--- src/rtl/wb_pkg.sv ---
// Shared types and constants for the write-back arbiter and its entry queue.
package wb_pkg;

  localparam int ADDR_W = 5;
  localparam int DATA_W = 64;
  localparam logic [ADDR_W-1:0] ZERO_REG = 5'd31;

  typedef struct packed {
    logic [ADDR_W-1:0] add;
    logic [DATA_W-1:0] data;
  } wb_entry_t;

  // Writes to the hardwired zero register are acknowledged but never stored.
  function automatic logic is_real_reg(input logic [ADDR_W-1:0] add);
    return add != ZERO_REG;
  endfunction

endpackage

--- src/rtl/wb_fifo.sv ---
// In-order queue of register writes: up to two pushes (a before b) and one pop per cycle.
// The caller guarantees pushes never exceed free space and pops only happen when non-empty.
module wb_fifo
  import wb_pkg::wb_entry_t;
#(
  parameter int DEPTH = 4
) (
  input  logic                      clock,
  input  logic                      reset,
  input  logic                      i_push_a,
  input  wb_entry_t                 i_entry_a,
  input  logic                      i_push_b,
  input  wb_entry_t                 i_entry_b,
  input  logic                      i_pop,
  output wb_entry_t                 o_head,
  output logic [$clog2(DEPTH):0]    o_count,
  output wb_entry_t [DEPTH-1:0]     o_entries,
  output logic [DEPTH-1:0]          o_valid
);

  localparam int PW = $clog2(DEPTH);
  localparam int CW = PW + 1;

  wb_entry_t        r_mem [DEPTH];
  logic [DEPTH-1:0] r_valid;
  logic [DEPTH-1:0] w_valid_next;
  logic [PW-1:0]    r_wr_ptr;
  logic [PW-1:0]    r_rd_ptr;
  logic [CW-1:0]    r_count;
  logic [PW-1:0]    w_wr_ptr1;
  wb_entry_t        w_slot0;
  logic             w_wr0;
  logic             w_wr1;
  logic [1:0]       w_n_push;

  // A lone push always lands in the first free slot, whichever producer it came from.
  assign w_wr0     = i_push_a | i_push_b;
  assign w_wr1     = i_push_a & i_push_b;
  assign w_slot0   = i_push_a ? i_entry_a : i_entry_b;
  assign w_wr_ptr1 = r_wr_ptr + 1'b1;
  assign w_n_push  = {1'b0, i_push_a} + {1'b0, i_push_b};

  always_ff @(posedge clock) begin
    if (w_wr0) r_mem[r_wr_ptr]  <= w_slot0;
    if (w_wr1) r_mem[w_wr_ptr1] <= i_entry_b;
  end

  always_comb begin
    w_valid_next = r_valid;
    if (i_pop) w_valid_next[r_rd_ptr]  = 1'b0;
    if (w_wr0) w_valid_next[r_wr_ptr]  = 1'b1;
    if (w_wr1) w_valid_next[w_wr_ptr1] = 1'b1;
  end

  always_ff @(posedge clock) begin
    if (reset) begin
      r_wr_ptr <= '0;
      r_rd_ptr <= '0;
      r_count  <= '0;
      r_valid  <= '0;
    end else begin
      r_wr_ptr <= r_wr_ptr + PW'(w_n_push);
      if (i_pop) r_rd_ptr <= r_rd_ptr + 1'b1;
      r_count  <= r_count + CW'(w_n_push) - CW'(i_pop);
      r_valid  <= w_valid_next;
    end
  end

  assign o_head  = r_mem[r_rd_ptr];
  assign o_count = r_count;
  assign o_valid = r_valid;

  for (genvar gi = 0; gi < DEPTH; gi++) begin : g_entries
    assign o_entries[gi] = r_mem[gi];
  end

endmodule

--- src/rtl/wb_arbiter.sv ---
// Merges load-path and ALU-path register writes into one registered write port,
// and flags reads that would race a pending write.
module wb_arbiter
  import wb_pkg::ZERO_REG, wb_pkg::wb_entry_t, wb_pkg::is_real_reg;
#(
  parameter int DEPTH  = 4,
  parameter int DATA_W = 64,
  parameter int ADDR_W = 5
) (
  input  logic                       clock,
  input  logic                       reset,
  input  logic                       mem_valid,
  output logic                       mem_ready,
  input  logic [ADDR_W-1:0]          mem_add,
  input  logic [DATA_W-1:0]          mem_data,
  input  logic                       alu_valid,
  output logic                       alu_ready,
  input  logic [ADDR_W-1:0]          alu_add,
  input  logic [DATA_W-1:0]          alu_data,
  output logic                       write_en,
  output logic [ADDR_W-1:0]          write_add,
  output logic [DATA_W-1:0]          write_data,
  input  logic [ADDR_W-1:0]          chk_add1,
  input  logic [ADDR_W-1:0]          chk_add2,
  output logic                       hazard_1,
  output logic                       hazard_2,
  output logic [$clog2(DEPTH):0]     count,
  output logic                       full,
  output logic                       empty
);

  localparam int CW = $clog2(DEPTH) + 1;
  localparam logic [CW-1:0] DEPTH_C = CW'(DEPTH);

  logic [CW-1:0]         w_count;
  logic [CW-1:0]         w_free;
  wb_entry_t             w_head;
  wb_entry_t [DEPTH-1:0] w_entries;
  logic [DEPTH-1:0]      w_valid;
  wb_entry_t             w_mem_entry;
  wb_entry_t             w_alu_entry;
  logic                  w_mem_real;
  logic                  w_mem_push;
  logic                  w_alu_push;
  logic                  w_pop;
  logic [DEPTH-1:0]      w_match1;
  logic [DEPTH-1:0]      w_match2;
  logic                  r_write_en;
  logic [ADDR_W-1:0]     r_write_add;
  logic [DATA_W-1:0]     r_write_data;

  // Free space ignores this cycle's pop, so ready never depends on the drain.
  assign w_free     = DEPTH_C - w_count;
  assign w_mem_real = mem_valid && is_real_reg(mem_add);
  assign mem_ready  = (w_free != '0);
  assign alu_ready  = (w_free >= CW'(2)) || ((w_free == CW'(1)) && !w_mem_real);

  assign w_mem_push  = w_mem_real && mem_ready;
  assign w_alu_push  = alu_valid && alu_ready && is_real_reg(alu_add);
  assign w_pop       = (w_count != '0);
  assign w_mem_entry = {mem_add, mem_data};
  assign w_alu_entry = {alu_add, alu_data};

  // The load belongs to the older instruction, so it takes the first slot.
  wb_fifo #(
    .DEPTH(DEPTH)
  ) u_fifo (
    .clock     (clock),
    .reset     (reset),
    .i_push_a  (w_mem_push),
    .i_entry_a (w_mem_entry),
    .i_push_b  (w_alu_push),
    .i_entry_b (w_alu_entry),
    .i_pop     (w_pop),
    .o_head    (w_head),
    .o_count   (w_count),
    .o_entries (w_entries),
    .o_valid   (w_valid)
  );

  always_ff @(posedge clock) begin
    if (reset) begin
      r_write_en   <= 1'b0;
      r_write_add  <= '0;
      r_write_data <= '0;
    end else begin
      r_write_en <= w_pop;
      if (w_pop) begin
        r_write_add  <= w_head.add;
        r_write_data <= w_head.data;
      end
    end
  end

  assign write_en   = r_write_en;
  assign write_add  = r_write_add;
  assign write_data = r_write_data;
  assign count      = w_count;
  assign full       = (w_count == DEPTH_C);
  assign empty      = (w_count == '0);

  for (genvar gi = 0; gi < DEPTH; gi++) begin : g_hazard
    assign w_match1[gi] = w_valid[gi] && (w_entries[gi].add == chk_add1);
    assign w_match2[gi] = w_valid[gi] && (w_entries[gi].add == chk_add2);
  end

  // The write in the output register still counts: the file commits it only at the next edge.
  assign hazard_1 = is_real_reg(chk_add1) &&
                    ((|w_match1) || (r_write_en && (r_write_add == chk_add1)));
  assign hazard_2 = is_real_reg(chk_add2) &&
                    ((|w_match2) || (r_write_en && (r_write_add == chk_add2)));

endmodule

--- config.mk ---
export PLATFORM = sky130hd
export DESIGN_NAME = wb_arbiter
export DESIGN_NICKNAME = d
export VERILOG_FILES = /design/src/rtl/wb_pkg.sv /design/src/rtl/wb_fifo.sv /design/src/rtl/wb_arbiter.sv
export SDC_FILE = /design/constraint.sdc
export NUM_CORES = 1
export LEC_CHECK = 0
export CORE_UTILIZATION = 39
export CTS_BUF_LIST = sky130_fd_sc_hd__clkbuf_2
export DETAILED_ROUTE_END_ITERATION = 10
export PLACE_DENSITY = 0.65
export SYNTH_ARGS = -nofsm -noshare
export SYNTH_HDL_FRONTEND = slang
export SYNTH_SLANG_ARGS = --single-unit
--- constraint.sdc ---
create_clock -name clock -period 8.6 [get_ports clock]
set_input_delay 1.29 -clock clock [delete_from_list [all_inputs] [get_ports clock]]
set_output_delay 1.29 -clock clock [all_outputs]
set_load 0.05 [all_outputs]
# After elaboration in Yosys (flattened, before gate mapping)
# Memories as Yosys holds them, arrays and structs flattened. A register that Yosys moved wholly into a read port is not among the register bits.
# Cells that the tools add are included.
[totals]
register_bits = 12
memories = 1
ram_bits = 276
out_inout_bits = 79
[op_classes]
bitwise = 6
add_sub_neg = 7
order_cmp = 7
n_mux = 14
reduce_logical = 29
eq_ne = 16
[memory_table]
columns = ["memory", "depth", "width", "rd", "rd_clocked_by_memory_dff", "wr", "line", "source"]
rows = [
  ["u_fifo.r_mem", 4, 69, 5, 1, 2, "wb_fifo.sv:24", "wb_entry_t r_mem [DEPTH];"],
]
[ops]
columns = ["op", "n"]
rows = [
  ["$mux W69", 1],
  ["$eq A5 B5 Y1", 10],
  ["$logic_and A1 B1 Y1", 20],
  ["$ne A5 B5 Y1 const B", 4],
  ["$mux W4", 3],
  ["$lt A2 B3 Y1 const B", 3],
  ["$or A4 B4 Y4", 2],
  ["$reduce_or A4 Y1", 2],
  ["$mux W1", 7],
  ["$demux W1 S2", 3],
  ["$ge A2 B1 Y1 const B", 3],
  ["$reduce_bool A3 Y1", 2],
  ["$add A2 B1 Y2 const B", 2],
  ["$and A4 B4 Y4", 1],
  ["$not A4 Y4", 1],
  ["$add A3 B2 Y3", 1],
  ["$eq A3 B1 Y1 const B", 1],
  ["$eq A3 B3 Y1 const B", 1],
  ["$ge A3 B2 Y1 const B", 1],
  ["$logic_not A3 Y1", 1],
  ["$logic_or A1 B1 Y1", 3],
  ["$sub A3 B1 Y3", 1],
  ["$sub A3 B3 Y3 const A", 1],
  ["$add A1 B1 Y2", 1],
  ["other kinds (4)", 4],
]

# Longest topological paths before layout
# Gate-level depths: netlist (run 1).
[logic_depth]
depth_word = 11
ltp_mapped = 13
ltp_nobuf = 12

# Modules after synthesis
# A second synthesis (run 1) with hierarchy kept.
[hier_totals]
hier_cells = 1418
hier_area_um2 = 18337.6
[by_module_without_submodules]
columns = ["mod", "seq_area_each_um2", "cells_each", "n_inst", "area_each_um2"]
rows = [
  ["wb_fifo", 8548.2, 1084, 1, 15048.2],
  ["wb_arbiter", 1401.3, 334, 1, 3289.4],
]

# Worst setup path after synthesis (run 1)
# No wires, ideal clock.
[synth_timing]
path_kind = "input-to-reg"
start = "input mem_add[3]"
end = "memory u_fifo.r_mem[0][0] (netlist bit) (enable)"
cell_stages = 7
required_time_ps = 7999
t_arrival_ps = 7605
path_slack_ps = 394
cell_sequence = "nand3_1 o21ai_2 nand2_1 nand3_1 o211ai_1 ha_1 o31ai_1"
[synth_lines]
columns = ["element", "line", "source"]
rows = [
  ["start, declared", "wb_arbiter.sv:14", "input logic [ADDR_W-1:0] mem_add,"],
  ["end, declared", "wb_fifo.sv:24", ""],
]

# Worst setup path in the final report (run 1)
[layout_timing]
start = "input chk_add2[4]"
end = "output hazard_2"
[layout_via]
elab_chain_cells = 5
elab_cells_between_ends = 14
cone_classes = "eq/ne: 6; reduce/logical: 8"
[layout_rtl]
columns = ["element", "line", "source"]
rows = [
  ["start, declared", "wb_arbiter.sv:24", "input logic [ADDR_W-1:0] chk_add2,"],
  ["$eq A5 B5 Y1", "wb_arbiter.sv:104", "assign w_match2[gi] = w_valid[gi] && (w_entries[gi].add == chk_add2);"],
  ["$logic_and A1 B1 Y1", "wb_arbiter.sv:104", ""],
  ["$reduce_or A4 Y1", "wb_arbiter.sv:111", "((|w_match2) || (r_write_en && (r_write_add == chk_add2)));"],
  ["$logic_or A1 B1 Y1", "wb_arbiter.sv:111", ""],
  ["$logic_and A1 B1 Y1 (*)", "wb_arbiter.sv:110", "assign hazard_2 = is_real_reg(chk_add2) &&"],
  ["end, declared", "wb_arbiter.sv:26", "output logic hazard_2,"],
]
# Mark *: on every way between the ends. The rest lies on a longest branch, timed or not.

==> results.txt, run 1 <==
Clk_lat worst skew - 1.06 ns
WP data required - 7.31 ns
Outcome - finished clean
Mean Syn Cell Area - 14.84 um^2
Global-route track usage on met3 - 5.412%
Routability cong. - 0.8946
Layout area overhead - 21.88%
Row cnt - 76
Initial antenna violation count - 6
Number of detailed-route iterations in the first pass - 7
Non-filler instance count after layout - 2076
Max Cap Viol - 0
Die area - 44410 um^2
Initial Util - 39.53%
GRT overflow - 0
Minimum clock period after layout - 4.937 ns
Overall Power - 7881 uW
Ports - 231
Met2 GRT Util - 32.74%
Clk buf depth - 3
Reg area - 9917 um^2
Worst hold path class - flip-flop to flip-flop
Buffers added on ports - 230
Fin crit share - 57.41%
CTS clk-pin slew, worst paths - 0.08 ns
Post-synthesis cell type count - 36
Root Buffer - clkbuf_2
Setup slack after layout - 3.663 ns
DR vias - 10640
LEAKAGE - 0.007225 uW
Setup Total Neg Slack - 0 ns
Max stage delay on crit path - 0.83 ns
Crit path buffers/inverters - 2
Worst setup EP type - output pin
Worst slew margin - 37.20%
Post-synth top area cell - edfxtp_1
GRT Util Overall - 20.31%
H-tree depth - 3
Critical-path cell list - clkdlybuf4s50_1, xor2_1, nor4_1, nand3_1, nand2_1, a2bb2oi_1, clkdlybuf4s50_1
Global-route wire length before repair - 67100 um
Core area - 42980 um^2
Inst Count DP - 1899
Pins Over Slew Limit - 0
GR peak layer - met2
Final net count - 1580
Crit-path max FO - 6
Post-CTS Setup Inserts - 0
Synthesized instance count - 1145
Crit-path slowest cell - clkdlybuf4s50_1
Post_cts resized - 0
Yosys reg bits - 357
Pwr per Cell Area - 380.5 nW/um^2
Initial DRC count - 615
Area after DPL - 19860 um^2
Top_reg_cell synth - edfxtp_1
Top Family by Delay on Critical Path - buffers and inverters
Hold_buf cts - 0
Vias per inst - 5.125
Pre-CTS WS - 3.499 ns
Vias in the first global route - 11300
# clock sinks - 357
Finished Cell Area - 20710 um^2
Synthesized net count - 1314
Synth top area share - 48.77%
Post-synth EDFFs - 276
Multi-input logic area - 6720 um^2
Die height - 210.7 um
Crit-path most repeated cell - clkdlybuf4s50_1
Clock skew - 0.06217 ns
VDD IR max - 256.4 uV
Arrival time at the worst endpoint - 3.65 ns
DR WL/cell - 21.35 um
Chip Width - 210.7 um
Max Clk Rate - 0.2026 GHz
Share of layout cells above drive strength 1 - 35.82%
Hold Fails Final Rpt - 0
YS warnings - 0
Final antenna-violating net count - 0
Asr flop ratio synth - 0%
Routed WL - 44330 um
Dpl hpwl - 24850 um
CTS tree - built
Sequential area share after synthesis - 58.32%
Crit path launch type - input pin
Fillers - 3897
Count of final setup violators - 0
Area contributors post-synth - edfxtp_1, mux2_2, dfxtp_1
DRC - 0
RSZ-0062 raised after global routing - false
Pin count of the biggest net entering global routing - 56
Slew @ Worst Pin - 0.9420 ns
WS Path Type - input pin to output pin
Grt met1 use - 26.36%
Total CTS buffers - 95
Post-synthesis cell area - 16990 um^2
[metrics by stage]
step | hold slack (ns) | util [%]
after floorplan | 0.4675 | -
after global placement | 0.4489 | 46.20
after detailed placement | 0.4520 | 46.20
after CTS | 0.4666 | 48.17
after global routing | 0.4833 | 48.18
final | 0.4608 | 48.19
[flip-flops by register name, summed over array words and instances, names as in the netlist]
signal	flops
u_fifo.o_count	3
u_fifo.o_valid	4
u_fifo.r_mem	276
u_fifo.r_rd_ptr	2
u_fifo.r_wr_ptr	2
write_add	5
write_data	64
write_en	1
[worst reg2reg max path, cell delays in order, from the launching register on]
cell,delay (ns)
dfxtp_1,0.40
inv_1,0.10
ha_1,0.23
ha_4,0.25
a21oi_4,0.34
ha_1,0.34
nand2_1,0.17
o21ai_4,0.14
buf_4,0.40
buf_4,0.78
mux2_2,0.45
[report_power, final]
group | internal, uW | total, uW | switching (uW)
Combinational | 1530 | 3660 | 2120
Clock | 463 | 1180 | 722
Sequential | 2700 | 3040 | 335
[cell type report]
class                           instances  area share (%)
Inverter                               14          0.2658
Antenna cell                            3         0.03625
Clock buffer                          152           3.673
Tap cell                              585           3.534
Multi-Input combinational cell        695           32.45
Clock inverter                         22          0.4048
Sequential cell                       357           47.88
Timing Repair Buffer                  248           11.76
[final timing paths]
kind | slack (ns) | cells after the start | from | endpoint
setup / recovery | 3.66 | 7 | chk_add2[4] | hazard_2
hold / removal | 0.46 | 2 | write_data[63]$_SDFFE_PP0N_ | write_data[63]$_SDFFE_PP0N_
setup reg to reg | 4.69 | 10 | u_fifo.o_count[1]$_SDFF_PP0_ | u_fifo.r_mem[2][62]$_DFFE_PP_
hold reg to reg | 0.46 | 2 | write_data[63]$_SDFFE_PP0N_ | write_data[63]$_SDFFE_PP0N_
[synthesized netlist by cell type, types with 6 or more instances]
library cell	count
mux2_2	272
nand3_1	16
nor4_1	10
nand2_1	147
xnor2_1	14
buf_2	29
dfxtp_1	81
buf_1	6
inv_1	13
mux4_2	69
a21oi_1	70
clkbuf_1	36
ha_1	16
nor2_1	9
xor2_1	41
edfxtp_1	276
[metal layers]
metal	wire length, um	vias to the layer above
met1	19080	5301
met5	53	-
met4	791	8
li1	-	4933
met2	21310	326
met3	3091	71
[layout by cell type (no fill, tap or decap), types with 2 or more instances in the layout]
cell type        Yosys  final
edfxtp_1           276    276
mux2_2             272    272
clkdlybuf4s50_1      0    229
clkbuf_2             0    152
nand2_1            147    147
dfxtp_1             81     79
a21oi_1             70     70
mux4_2              69     69
xor2_1              41     41
buf_4                4     19
clkinv_1             0     17
nand3_1             16     16
ha_1                16     15
xnor2_1             14     14
inv_1               13     12
nor4_1              10     10
nor2_1               9      9
mux2_1               4      4
o21ai_4              0      4
inv_2                1      4
diode_2              0      3
a21boi_0             3      3
clkinv_2             0      3
and4_1               2      2
a2bb2oi_1            2      2
nor2b_1              2      2
o21ba_2              2      2
o21ai_0              3      2
dfxtp_4              0      2
[cells by family after synthesis]
logic type | synth area share [%]
AO/OA/AOI/OAI | 2.953
XOR/XNOR | 2.835
adder cells (fa/ha/maj) | 1.296
buffers and inverters | 2.533
flip-flops | 58.32
multiplexers | 27.49
AND/OR/NAND/NOR | 4.573
No activity file was read; power rests on OpenSTA's default activity.
==> run 2, diff against run 1 <==
- clock period: 8.6 -> 4.8 ns (I/O delays scaled with it)
==> results.txt, run 2 (synthesized netlist as in run 1, its figures left out) <==
Outcome - finished clean
CTS tree - built
Die height - 210.7 um
Crit-path max FO - 3
WS Path Type - flip-flop to output pin
Sw Pwr - 5695 uW
Arrival time at the worst endpoint - 3.26 ns
Clk pwr share - 15.7%
Clock skew - 0.05076 ns
WP data required - 4.08 ns
# clock sinks - 357
Grt met1 use - 26.07%
Routed WL - 43730 um
Global-route track usage on met3 - 5.055%
Initial Util - 39.53%
Initial antenna violation count - 7
Slew @ Worst Pin - 1.061 ns
Hold Fails Final Rpt - 0
Final design utilization - 48.61%
Dpl hpwl - 24970 um
Fin crit share - 82.92%
Met2 GRT Util - 32.76%
Max Cap Viol - 0
Pre-CTS WS - 0.8630 ns
Min Hold Slack - 0.4078 ns
LEAKAGE - 0.007292 uW
Row cnt - 76
Core area - 42980 um^2
Vias per inst - 5.075
Buffers added on ports - 230
H-tree depth - 3
VDD IR max - 592.9 uV
Sw Share - 39.78%
Root Buffer - clkbuf_2
Worst setup EP type - output pin
DRC - 0
Gate power share - 45.9%
Post-CTS Setup Inserts - 0
DR WL/cell - 20.97 um
Chip Width - 210.7 um
Crit path launch type - flip-flop
Most frequent cells in the layout - edfxtp_1, mux2_2, clkdlybuf4s50_1
Ports - 231
DR vias - 10580
Routability cong. - 0.8460
Global-route wire length before repair - 66700 um
Internal power - 8619 uW
Vias in the first global route - 11460
RSZ-0062 raised after global routing - false
Share of layout cells above drive strength 1 - 36.08%
GR peak layer - met2
Sequential share of power - 38.4%
Area after DPL - 19950 um^2
Pin count of the biggest net entering global routing - 82
CTS clk-pin slew, worst paths - 0.11 ns
Clk buf depth - 3
Layout area overhead - 22.97%
Post_cts resized - 0
Finished Cell Area - 20900 um^2
Max Clk Rate - 0.2512 GHz
Final net count - 1580
Hold_buf cts - 0
Reg with most FFs - u_fifo.r_mem
Count of final setup violators - 0
Most common cell after layout, fill and taps aside - edfxtp_1
GRT overflow - 0
Setup Total Neg Slack - 0 ns
Final antenna-violating net count - 0
Die area - 44410 um^2
Number of detailed-route iterations in the first pass - 4
Clk_lat worst skew - 1.01 ns
Worst slew margin - 29.29%
Largest register FFs - 276
Pins Over Slew Limit - 0
Minimum clock period after layout - 3.980 ns
Total CTS buffers - 95
Initial DRC count - 501
GRT Util Overall - 20.06%
Pwr per Cell Area - 685.1 nW/um^2
Worst hold path class - input pin to flip-flop
Setup slack after layout - 0.8198 ns
[run 2: cell count changes in the layout (fill, tap and decap cells not counted)]
cell and delta:
diode_2 +3, bufinv_16 +2, clkbuf_2 +5, inv_2 -3
buf_12 +7, clkinvlp_4 +2, buf_4 -7
[run 2: final timing paths]
| kind | start | end | slack (ns) | cells after the start |
|---|---|---|---|---|
| setup / recovery | u_fifo.r_mem[2][64]$_DFFE_PP_ | hazard_1 | 0.82 | 6 |
| setup reg to reg | u_fifo.o_count[0]$_SDFF_PP0_ | u_fifo.r_mem[3][8]$_DFFE_PP_ | 1.57 | 9 |
| hold / removal | reset | write_data[42]$_SDFFE_PP0N_ | 0.41 | 2 |
| hold reg to reg | write_data[61]$_SDFFE_PP0N_ | write_data[61]$_SDFFE_PP0N_ | 0.46 | 2 |
[run 2: metal layers]
layer / routed length [um] / vias to the layer above
met5: 36 / -
met3: 2445 / 41
met4: 597 / 4
li1: - / 4937
met1: 19360 / 5333
met2: 21290 / 266
[run 2: critical path, stage by stage, from the launching register on]
cell	delay, ns
edfxtp_1	0.48
xor2_1	0.20
nor4_1	0.35
nand3_1	0.14
nand3_1	0.11
a2bb2oi_1	0.18
clkdlybuf4s50_1	0.82
[run 2: power by group through the flow]
stage / Clock (uW) / Combinational, uW / Sequential (uW)
5_1_grt: 2500 / 7010 / 5640
6_report: 2250 / 6570 / 5500
3_5_place_dp: 0 / 6640 / 5600
4_1_cts: 2350 / 6670 / 5530
2_1_floorplan: 0 / 3730 / 6310
3_3_place_gp: 0 / 6600 / 5560
[run 2: area by class of cell]
class	count	area (um^2)
fillers	3851	22090
flip-flops and latches	357	9917
multi-input cells	695	6720
repair buffers	248	2522
clock buffers	157	785.8
well taps	585	732.0
clock inverters	23	147.6
inverters	14	55.05
diodes	6	15.01
[run 2: metrics by stage]
step / total power (uW) / std cells
4_1_cts: 14540 / 2079
5_1_grt: 15150 / 2081
2_1_floorplan: 10030 / 1145
3_5_place_dp: 12230 / 1899
6_report: 14310 / 2085
3_3_place_gp: 12160 / 1899
==> run 3, diff against run 2 <==
- PLACE_DENSITY: 0.65 -> 0.67
- clock period: 4.8 -> 3.35 ns (I/O delays scaled with it)
==> results.txt, run 3 (synthesized netlist as in run 1, its figures left out) <==
GRT overflow - 0
Chip Width - 210.7 um
Non-filler instance count after layout - 2100
Finished Cell Area - 21280 um^2
Fillers - 3799
Initial DRC count - 497
Crit-path max FO - 3
VDD IR max - 747.3 uV
Max Clk Rate - 0.3193 GHz
Clk_lat worst skew - 1.04 ns
Dpl hpwl - 26630 um
Reg with most FFs - u_fifo.r_mem
Clk buf depth - 3
Root Buffer - clkbuf_2
Share of layout cells above drive strength 1 - 37.66%
Hold Fails Final Rpt - 0
Worst slew margin - 31.58%
Minimum clock period after layout - 3.132 ns
Vias in the first global route - 11640
CTS clk-pin slew, worst paths - 0.12 ns
Core area - 42980 um^2
Arrival time at the worst endpoint - 2.63 ns
DR vias - 10700
Row cnt - 76
WS Path Type - flip-flop to output pin
Routability cong. - 0.8268
Max Cap Viol - 0
Final antenna-violating net count - 0
GRT Util Overall - 20.28%
Pin count of the biggest net entering global routing - 74
Die height - 210.7 um
RSZ-0062 raised after global routing - false
CTS tree - built
Layout area overhead - 25.22%
Clock skew - 0.03278 ns
Area after DPL - 20310 um^2
WP data required - 2.85 ns
Crit path launch type - flip-flop
Routed WL - 44180 um
Final net count - 1601
Ports - 231
Number of detailed-route iterations in the first pass - 5
Buffers added on ports - 230
Pwr per Cell Area - 983.5 nW/um^2
Worst setup EP type - output pin
Outcome - finished clean
Die area - 44410 um^2
Total CTS buffers - 95
Slew @ Worst Pin - 1.026 ns
Initial antenna violation count - 6
Pins Over Slew Limit - 0
DRC - 0
Most frequent cells in the layout - edfxtp_1, mux2_2, clkdlybuf4s50_1
LEAKAGE - 0.007455 uW
Largest register FFs - 276
# clock sinks - 357
H-tree depth - 3
Vias per inst - 5.094
Most common cell after layout, fill and taps aside - edfxtp_1
Initial Util - 39.53%
Worst hold path class - input pin to flip-flop
Inst Count DP - 1919
Global-route wire length before repair - 67670 um
DR WL/cell - 21.04 um
Fin crit share - 93.49%
Count of final setup violators - 0
==> run 3: routing by layer <==
layer	vias up	global-route usage, %	wire [um]
li1	4967	-	-
met5	-	0	12
met2	285	33.85	21670
met1	5383	25.87	19290
met4	2	7.196	823
met3	60	4.579	2392
==> run 3: power by group <==
part	switching [uW]	internal (uW)	total (uW)
Clock	1860	1440	3300
Sequential	823	6930	7760
Combinational	5560	4320	9870
==> run 3: path summary, 6_finish.rpt <==
check | endpoint | cells past startpoint | slack, ns | startpoint
min reg2reg | write_data[60]$_SDFFE_PP0N_ | 2 | 0.47 | write_data[60]$_SDFFE_PP0N_
min | u_fifo.r_mem[0][16]$_DFFE_PP_ | 2 | 0.22 | mem_data[16]
max reg2reg | u_fifo.r_mem[1][0]$_DFFE_PP_ | 9 | 0.65 | u_fifo.o_count[0]$_SDFF_PP0_
max | hazard_1 | 6 | 0.22 | u_fifo.r_mem[2][64]$_DFFE_PP_
==> run 3: critical path: stages, from the launching register on <==
cell	delay, ns
edfxtp_1	0.46
xor2_1	0.20
nor4_2	0.29
nand3_1	0.13
nand3_1	0.10
a2bb2oi_1	0.19
buf_4	0.22
==> run 3: final cells by class <==
cell class                 instances  area [um^2]  share of cell area, %
clock inverter                    21        161.4                 0.7586
tap                              585        732.0                  3.440
antenna                            4        10.01                0.04704
inverter                          14        62.56                 0.2940
sequential                       357         9926                  46.65
clock buffer                     155        775.7                  3.646
timing repair buffer             269         2850                  13.40
multi-input combinational        695         6760                  31.77
==> run 3: stage by stage <==
step / utilization [%] / hold WS (ns) / total power [uW] / setup slack [ns] / setup TNS [ns]
2_1_floorplan: - / 0.4675 / 14440 / -0.3131 / -21.79
3_3_place_gp: 47.25 / 0.4497 / 17700 / 0.03157 / 0
3_5_place_dp: 47.25 / 0.4511 / 17870 / 0.01443 / 0
4_1_cts: 49.45 / 0.05923 / 21220 / 0.03270 / 0
5_1_grt: 49.49 / 0.1522 / 22100 / 0.01048 / 0
6_report: 49.51 / 0.2244 / 20930 / 0.2180 / 0
==> run 3: timing repair <==
action,4_1_cts,5_1_grt
resized for setup,2,2
hold endpoints to repair,47,0
setup endpoints to repair,2,2
hold buffers,1,0
setup buffers,0,0
==> patch (flow settings as in run 3) <==
`DEPTH` is set to 4 in 2 places; all go to 8.
--- a/src/rtl/wb_fifo.sv
+++ b/src/rtl/wb_fifo.sv
@@ -3,7 +3,7 @@
 module wb_fifo
   import wb_pkg::wb_entry_t;
 #(
-  parameter int DEPTH = 4
+  parameter int DEPTH = 8
 ) (
   input  logic                      clock,
   input  logic                      reset,
--- a/src/rtl/wb_arbiter.sv
+++ b/src/rtl/wb_arbiter.sv
@@ -3,7 +3,7 @@
 module wb_arbiter
   import wb_pkg::ZERO_REG, wb_pkg::wb_entry_t, wb_pkg::is_real_reg;
 #(
-  parameter int DEPTH  = 4,
+  parameter int DEPTH  = 8,
   parameter int DATA_W = 64,
   parameter int ADDR_W = 5
 ) (
Ports: changed (resized count); port bits go from 231 to 232. The function was not compared with the original's and may differ.
==> patch against run 3 <==
- the flow now finishes with violations (design-rule violations, negative setup slack)
- total power grew 67%
- maximum frequency shrank 17%
- global-route usage grew 1.1 points
- sequential share of layout area shrank 1.2 points
- combinational power grew 66%
- worst setup slack lost 0.62 ns
- clock skew grew 0.092 ns
- wire length grew 110%
- cell count grew 78%
- first-iteration DRC count grew to 3.1 times the old value
- area after synthesis grew 87%
- sequential cell count grew 283
- final area grew 90%
- largest cell class unchanged
- largest power group unchanged
==> patch: results (changes against run 3) <==
setup_path:
  slowest_stage: "edfxtp_1"
  r2r_setup_slack_ns: 0.05  # -0.60 ns
  rr_worst_depth: 14  # +5
  cp_max_fo: 3  # unchanged
  r2r-end: "u_fifo.r_mem[1][5]"
cts:
  cts_buffer_depth: 3  # unchanged
  numCtsBuffers: 170  # +79%
  h-tree-depth: 4  # +1
  clockRootBuffer: "clkbuf_2"
  clk_latency_ns: 1.44  # +0.40 ns
  clk_pin_slew_ns: 0.10  # -0.02 ns
timing:
  clock_skew_ns: 0.1251  # +0.09230 ns
  final-setup-viol-count: 3  # +3
  worst_slew_pin_slew_ns: 0.9309  # -0.09532 ns
  hold_ws_ns: 0.2466  # +0.02212 ns
  tns_ns: -0.9153  # -0.9153 ns
  worst_slack_ns: -0.4042  # -0.6222 ns
  max_freq_mhz: 266.4  # -17%
placement:
  place_congestion: 0.8658  # +4.7%
  hpwl_mm: 54.79  # +110%
  placedCellCount: 3226  # +68%
  portBuffers: 231  # +0.43%
  dp_slack_ns: -0.6627  # -0.6771 ns
  placed_cell_area_um2: 36470  # +80%
drt:
  via_per_inst: 5.389  # +5.8%
  initialDrtViolationCount: 1535  # +210%
  drc: 19  # +19
  firstDrtPassIters: 8  # +3
  wl_mm: 91.73  # +110%
pwr:
  p_int_mw: 21.67  # +71%
  p_leak_nw: 13.96  # +87%
  ir_drop_mv: 0.5795  # -22%
synth:
  yosysWarnings: 0  # unchanged
  synth_commonest_cells: "edfxtp_1, mux2_2, mux4_2"
  synth-edff-count: 552  # +100%
  yosysSeqAreaShare_pct: 57.56  # -0.76 points
  ys_top_cells_by_area: "edfxtp_1, mux2_2, mux4_2"
  synth_cell_types: 41  # +14%
  synth_nets: 2129  # +62%
  async_reset_ff_share_pct: 0  # unchanged
  synthCells: 1959  # +71%
worst_hold_path:
  hold-path-cell-count: 3  # +1
  min_path_type: "in -> reg"
  hp-start: "reset"
  hold_end: "write_data[32]"
finish:
  nNetsFinal: 2690  # +68%
  final_layout_size_suffix_gt1_share_pct: 40.35  # +2.7 points
  fillers: 6840  # +80%
  largest_reg_flops: 552  # +100%
  layoutNonFillerInstCount: 3730  # +78%
  top_register: "u_fifo.r_mem"
grt:
  grt_pass1_wl_mm: 131.0  # +94%
  grt_max_degree: 117  # +58%
  grt_usage_pct: 21.38  # +1.1 points
  first_global_vias: 20960  # +80%
  antenna_found_initial: 7  # +1
outcome:
  failed_checks: "design-rule violations, negative setup slack"
  outcome: "finished, violations left"
==> patch: cell count changes after synthesis, moves of 69 or more <==
cell | run 3 | this run
nor2_1 | 9 | 80
mux4_2 | 69 | 138
mux2_1 | 4 | 124
mux2_2 | 272 | 428
a211oi_1 | 0 | 69
edfxtp_1 | 276 | 552
nand2_1 | 147 | 24
==> patch: metal layers <==
metal / wire length (µm) / vias up / part of all wire [%] / GRT usage, %
li1: - / 9015 / - / -
met4: 1593 / 8 / 1.7 / 5.847
met5: 41 / - / 0.045 / 0
met1: 38450 / 10340 / 42 / 27.24
met2: 46210 / 621 / 50 / 36.36
met3: 5432 / 119 / 5.9 / 4.968
==> patch: how the worst max path moves through the flow <==
| stage | slack (ns) | to | from |
|---|---|---|---|
| 2_1_floorplan | -0.49 | u_fifo.r_mem[7][0] | u_fifo.o_count[0] |
| 6_report | -0.40 | hazard_1 | u_fifo.r_mem[5][64] |
| 4_1_cts | -0.55 | hazard_1 | u_fifo.r_mem[5][64] |
| 3_3_place_gp | -0.61 | u_fifo.r_mem[7][21] | mem_add[2] |
| 3_5_place_dp | -0.66 | u_fifo.r_mem[7][7] | mem_add[1] |
| 5_1_grt | -0.62 | hazard_2 | u_fifo.r_mem[5][67] |
==> patch: repair_timing <==
item | 4_1_cts | 5_1_grt
endpoints found under the setup margin | 14 | 752
hold buffers | 139 | 0
cloned | 1 | 13
endpoints found under the hold margin | 640 | 0
pin swaps | 13 | 14
resized for setup | 43 | 20
buffers inserted | 8 | 21
==> patch: logic make-up (layout without fill, tap and decap cells) <==
| logic type | after synthesis | count (layout) | synth area share, % |
|---|---|---|---|
| other | 0 | 6 | 0 |
| DFF | 640 | 640 | 57.56 |
| muxes | 759 | 759 | 31.44 |
| buffers and inverters | 164 | 869 | 2.486 |
| xor gates and xnor gates | 96 | 96 | 2.639 |
| and+or+nand+nor | 167 | 167 | 2.384 |
| AOI/OAI and AO/OA | 115 | 115 | 2.741 |
| adders and majority gates | 18 | 18 | 0.7541 |
==> patch: power by group through the flow <==
| stage | Clock (mW) | Sequential (mW) | Combinational, mW |
|---|---|---|---|
| 2_1_floorplan | 0 | 13.8 | 8.69 |
| 3_3_place_gp | 0 | 12.9 | 14.9 |
| 3_5_place_dp | 0 | 13.0 | 15.1 |
| 4_1_cts | 5.90 | 12.8 | 15.6 |
| 5_1_grt | 6.30 | 13.0 | 17.3 |
| 6_report | 5.72 | 12.8 | 16.4 |
==> patch: final cells by class <==
class,count,area (µm²),share of cell area (%)
inverters,25,128.9,0.3193
clock inverters,46,289.0,0.7162
diodes,6,15.01,0.03720
flip-flops and latches,640,18360,45.49
multi-input cells,1155,12920,32.01
repair buffers,528,5969,14.79
clock buffers,270,1351,3.348
well taps,1060,1326,3.286
